## src/rtl/hilbert_fir_mac_pkg.sv

```systemverilog
// Shared parameters, FSM state type and output saturation for the Hilbert FIR MAC engine.
// Coefficients, samples and output are all Q8.24.
package hilbert_pkg;

  localparam int DW   = 32;
  localparam int FRAC = 24;
  localparam int TAPS = 32;
  localparam int AW   = 5;
  localparam int ACCW = 72;

  typedef enum logic [1:0] {
    IDLE = 2'd0,
    MAC  = 2'd1,
    OUT  = 2'd2
  } state_e;

  localparam logic [DW-1:0] SAT_MAX = 32'h7FFF_FFFF;
  localparam logic [DW-1:0] SAT_MIN = 32'h8000_0000;

  // Floor shift back to Q8.24, then clamp when the dropped upper bits are not pure sign extension.
  function automatic logic [DW-1:0] sat_shift(input logic signed [ACCW-1:0] acc);
    logic signed [ACCW-1:0] sh;
    logic [DW-1:0]          res;
    sh = acc >>> FRAC;
    if ((&sh[ACCW-1:DW-1]) || !(|sh[ACCW-1:DW-1])) begin
      res = sh[DW-1:0];
    end else if (sh[ACCW-1]) begin
      res = SAT_MIN;
    end else begin
      res = SAT_MAX;
    end
    return res;
  endfunction

endpackage

```

## src/rtl/hilbert_fir_mac_delay_line.sv

```systemverilog
// 32-deep sample history: single write port, combinational read by index, synchronous clear.
module hilbert_delay_line
  import hilbert_pkg::*;
(
  input  logic          clk_i,
  input  logic          rst_n,
  input  logic          clr_i,
  input  logic          we_i,
  input  logic [AW-1:0] waddr_i,
  input  logic [DW-1:0] wdata_i,
  input  logic [AW-1:0] raddr_i,
  output logic [DW-1:0] rdata_o
);

  logic [DW-1:0] mem_q [TAPS];

  // History storage; clear takes priority over a write.
  always_ff @(posedge clk_i or negedge rst_n) begin
    if (!rst_n) begin
      for (int i = 0; i < TAPS; i++) mem_q[i] <= '0;
    end else if (clr_i) begin
      for (int i = 0; i < TAPS; i++) mem_q[i] <= '0;
    end else if (we_i) begin
      mem_q[waddr_i] <= wdata_i;
    end
  end

  assign rdata_o = mem_q[raddr_i];

endmodule

```

## src/rtl/hilbert_fir_mac.sv

```systemverilog
// Sequential 32-tap Hilbert FIR: one sample in, 32 MAC cycles against the coefficient ROM,
// one saturated Q8.24 sample out on a valid/ready handshake.
module hilbert_fir_mac
  import hilbert_pkg::*;
(
  input  logic          clk_i,
  input  logic          rst_n,
  input  logic          in_valid_i,
  output logic          in_ready_o,
  input  logic [DW-1:0] in_data_i,
  input  logic          flush_i,
  output logic [AW-1:0] rom_addr_o,
  input  logic [DW-1:0] rom_data_i,
  output logic          out_valid_o,
  input  logic          out_ready_i,
  output logic [DW-1:0] out_data_o,
  output logic          busy_o
);

  state_e                 state_q;
  logic [AW-1:0]          wp_q;
  logic [AW-1:0]          cur_q;
  logic [AW-1:0]          k_q;
  logic signed [ACCW-1:0] acc_q;
  logic signed [ACCW-1:0] acc_d;
  logic [DW-1:0]          out_data_q;
  logic                   out_valid_q;
  logic                   in_ready_q;
  logic                   busy_q;

  logic [DW-1:0]          tap_s;
  logic signed [2*DW-1:0] prod_s;
  logic                   line_we_s;
  logic                   line_clr_s;
  logic [AW-1:0]          raddr_s;

  assign line_clr_s = (state_q == IDLE) && flush_i;
  assign line_we_s  = (state_q == IDLE) && in_valid_i && !flush_i;
  assign raddr_s    = cur_q - k_q;

  hilbert_delay_line u_line (
    .clk_i   (clk_i),
    .rst_n   (rst_n),
    .clr_i   (line_clr_s),
    .we_i    (line_we_s),
    .waddr_i (wp_q),
    .wdata_i (in_data_i),
    .raddr_i (raddr_s),
    .rdata_o (tap_s)
  );

  // Operands are sign-extended to the full product width so the low half is the exact signed product.
  assign prod_s = $signed({{DW{rom_data_i[DW-1]}}, rom_data_i}) * $signed({{DW{tap_s[DW-1]}}, tap_s});

  // Next accumulator value for the current tap.
  always_comb begin
    acc_d = acc_q;
    if (state_q == MAC) begin
      acc_d = acc_q + $signed({{(ACCW-2*DW){prod_s[2*DW-1]}}, prod_s});
    end else begin
      acc_d = acc_q;
    end
  end

  // Control FSM with registered handshake, address and result outputs.
  always_ff @(posedge clk_i or negedge rst_n) begin
    if (!rst_n) begin
      state_q     <= IDLE;
      wp_q        <= '0;
      cur_q       <= '0;
      k_q         <= '0;
      acc_q       <= '0;
      out_data_q  <= '0;
      out_valid_q <= 1'b0;
      in_ready_q  <= 1'b1;
      busy_q      <= 1'b0;
    end else begin
      case (state_q)
        IDLE: begin
          if (flush_i) begin
            wp_q <= '0;
          end else if (in_valid_i) begin
            cur_q      <= wp_q;
            wp_q       <= wp_q + AW'(1);
            acc_q      <= '0;
            k_q        <= '0;
            in_ready_q <= 1'b0;
            busy_q     <= 1'b1;
            state_q    <= MAC;
          end
        end
        MAC: begin
          acc_q <= acc_d;
          // k stays at 31 after the last tap so the ROM address holds through OUT.
          if (k_q == AW'(TAPS - 1)) begin
            out_data_q  <= sat_shift(acc_d);
            out_valid_q <= 1'b1;
            busy_q      <= 1'b0;
            state_q     <= OUT;
          end else begin
            k_q <= k_q + AW'(1);
          end
        end
        OUT: begin
          if (out_ready_i) begin
            out_valid_q <= 1'b0;
            in_ready_q  <= 1'b1;
            k_q         <= '0;
            state_q     <= IDLE;
          end
        end
        default: begin
          state_q     <= IDLE;
          k_q         <= '0;
          out_valid_q <= 1'b0;
          in_ready_q  <= 1'b1;
          busy_q      <= 1'b0;
        end
      endcase
    end
  end

  assign in_ready_o  = in_ready_q;
  assign out_valid_o = out_valid_q;
  assign out_data_o  = out_data_q;
  assign rom_addr_o  = k_q;
  assign busy_o      = busy_q;

endmodule
```

## config.mk

```make
export PLATFORM = sky130hd
export DESIGN_NAME = hilbert_fir_mac
export DESIGN_NICKNAME = d
export VERILOG_FILES = /design/src/rtl/hilbert_fir_mac_pkg.sv /design/src/rtl/hilbert_fir_mac_delay_line.sv /design/src/rtl/hilbert_fir_mac.sv
export SDC_FILE = /design/constraint.sdc
export NUM_CORES = 2
export LEC_CHECK = 0
export BUFFER_PORTS_ARGS = -buffer_cell sky130_fd_sc_hd__buf_2
export CORE_UTILIZATION = 51
export DETAILED_ROUTE_END_ITERATION = 7
export PLACE_DENSITY = 0.73
export SKIP_LAST_GASP = 1
export SLEW_MARGIN = 10
export SYNTH_ARGS = -nofsm -noshare
export SYNTH_HDL_FRONTEND = slang
export SYNTH_SLANG_ARGS = --single-unit
```

## constraint.sdc

```tcl
create_clock -name clk_i -period 34.6 [get_ports clk_i]
set_input_delay 3.46 -clock clk_i [delete_from_list [all_inputs] [get_ports clk_i]]
set_output_delay 3.46 -clock clk_i [all_outputs]
set_load 0.02 [all_outputs]
```

==> flow_summary.toml <==
[clock_tree]
cts_hold_buf = 0
cts_buffers = 115
cts_resized = 0
htreeDepth = 3
worst_skew_pair.late_latency_ps = 760
cts-root-buf = "clkbuf_16"
cts.reportedPaths.clkPinSlew_ps = 60
cts_buffer_depth = 3
cts_tree = "yes"
cts_sinks = 1148
cts_setup_buffers = 0

[sta]
period_share_pct = 44.2
period_minus_slack_ps = 15290
rsz0062_at_grt = "false"
fin_skew_ps = 29.1
fmax_mhz = 65.4
worst_pin_slew_ps = 1330
maxSlewHeadroom_pct = 11.2
finalMaxSlewViolations = 0
hold_viol_final = 0
setup_tns_ps = 0
setup_viol = 0
holdWs_ps = 481

[die]
ios = 109
core_sq_um = 186000
die_y_um = 435
die_area_sq_um = 189000
die_w_um = 435
start_util_pct = 51.4
num_rows = 158

[global_routing]
grt_use_total_pct = 30.9
first_global_vias = 78099
grt-ovfl-total = 0
grt_pass1_wl_um = 456000
antenna_found_initial = 5
grt_max_degree = 175

[critical_path]
slowest_stage = "fa_2"
cp_max_fo = 104
path_class = "register to register"
critPathMaxStageDelay_ps = 1130
end_kind = "register"
start_kind = "register"
cp.arrival_ps = 15870
cp.required_ps = 35180

[synth]
synth_edf_count = 0
synth_cell_types = 96
syn_area_sq_um = 95500
synth_seq_area_share_pct = 30.1
yosysTopAreaCellShare_pct = 30.0
syn_avg_cell_area_sq_um = 9.54
syn-num-nets = 11610
yosys-top-cells-area = "dfrtp_1 (30%), fa_1 (27%), nand2_1 (11%)"
postSynth.asyncResetShare_pct = 100
postSynthCellCount = 10011
synth_warnings = 0
yosys_register_bits = 1148
synth_flop_cell = "dfrtp_1"
synth_top_area_cell = "dfrtp_1"

[layout]
seq_area_sq_um = 28700
syn2layout_area_growth_pct = 6.87
fin_cells = 12238
nets = 11266
drive_gt1_share_pct = 9.02
n_fill_cell = 15940
multi_input_area_sq_um = 59600

[job]
drv_cap = 0

[place]
gp_congestion = 1.02
dp_cells = 12030
port_buffers = 108
dp_hpwl_um = 205000

[routing]
drt_iter0_markers = 7824
drc = 0
routed_via_density = 6.00
wl_met3_um = 27100
postRouteAntennaNets = 0
dr.max_layer_used = "met5"
met2_length_um = 138000
firstDrtPassIters = 8
postRouteWirelength_um = 287000
vias = 73384
post_drt_wl_per_cell_um = 23.5
m1WireLength_um = 109000

[run_status]
outcome = "finished, final reports clean"

[hold_path]
hold_class = "register to register"
==> layout by cell type (no fill, tap or decap), drive strengths merged, types with 28 or more instances in the layout <==
master  count
nor3       41
clkbuf    165
xnor2      55
nand3     188
and2      249
inv      1331
dfrtp    1147
a22o      292
ha        244
buf       251
a21oi     858
nor2      196
nand2    2724
mux4      256
fa       1286
o311ai     29
o21ai     125
xor2       28
==> cell families (layout without fill, tap and decap cells) <==
family,Yosys count,after routing,synth area share (%)
AND/OR/NAND/NOR,3487,3487,15.0
buffers and inverters,2043,1786,8.11
adder cells (fa/ha/maj),1530,1530,30.1
AO/OA/AOI/OAI,1456,1456,9.80
flip-flops,1148,1148,30.1
multiplexers,264,264,6.13
XOR/XNOR,83,83,0.761
other,0,4,0
==> sequential cells by signal (all words and copies together), names as in the netlist <==
| signal | cells |
|---|---|
| rom_addr_o | 5 |
| acc_q | 72 |
| u_line.mem_q | 1024 |
| cur_q | 5 |
| out_data_o | 32 |
| wp_q | 5 |
| state_q | 2 |
| in_ready_o | 1 |
| busy_o | 1 |
| out_valid_o | 1 |
==> per-layer routing <==
| metal | up-vias | GRT usage (%) |
|---|---|---|
| li1 | 30871 | - |
| met2 | 4071 | 50.2 |
| met1 | 37722 | 40.9 |
| met5 | - | 0 |
| met4 | 2 | 13.3 |
| met3 | 718 | 5.59 |
==> area by class of cell <==
cell class	count	area share (%)
multi-input combinational	6820	58.4
sequential	1148	28.1
inverter	1331	4.89
clock buffer	165	3.31
tap	2480	3.04
timing repair buffer	251	1.63
clock inverter	39	0.570
antenna	4	0.00981
==> per-stage QoR <==
step                      util, %  instance area [sq um]  worst slack, ps
after floorplan                 -                  95500            21820
after global placement       52.8                  98100            19580
after detailed placement     52.8                  98100            19330
after CTS                    54.9                 102000            19290
after global routing         54.9                 102000            18370
final                        54.9                 102000            19310
==> worst paths after layout <==
kind                          startpoint                 to  cells after the start  slack, ps
setup reg to reg           rom_addr_o[0]      out_data_o[0]                     39      19310
hold reg to reg                acc_q[21]          acc_q[21]                      2        480
max in group asynchronous          rst_n  u_line.mem_q[499]                      4      28300
setup / recovery           rom_addr_o[0]      out_data_o[0]                     39      19310
min in group asynchronous          rst_n  u_line.mem_q[652]                      1       2840
hold / removal                 acc_q[21]          acc_q[21]                      2        480
==> cell usage after synthesis (45+ instances only) <==
cell type / n
inv_1: 1331
fa_1: 1286
o21ai_0: 94
nand2_1: 2720
xnor2_1: 55
nor2_1: 196
a21oi_1: 854
a22o_1: 292
dfrtp_1: 1147
mux4_2: 256
clkbuf_1: 634
and2_1: 245
ha_1: 244
nand3_1: 187
buf_1: 45
==> critical path: cells and delay by family (launching register included) <==
family                     cells  cell delay (ps)
adders and majority gates     10             5950
DFF                            1              460
buffers and inverters         12             3580
muxes                          1              590
AOI/OAI and AO/OA              6             2120
and+or+nand+nor               10             2150
Power is not shown: default switching activity piles up to over one toggle a cycle in this logic, so the estimate is an artifact.
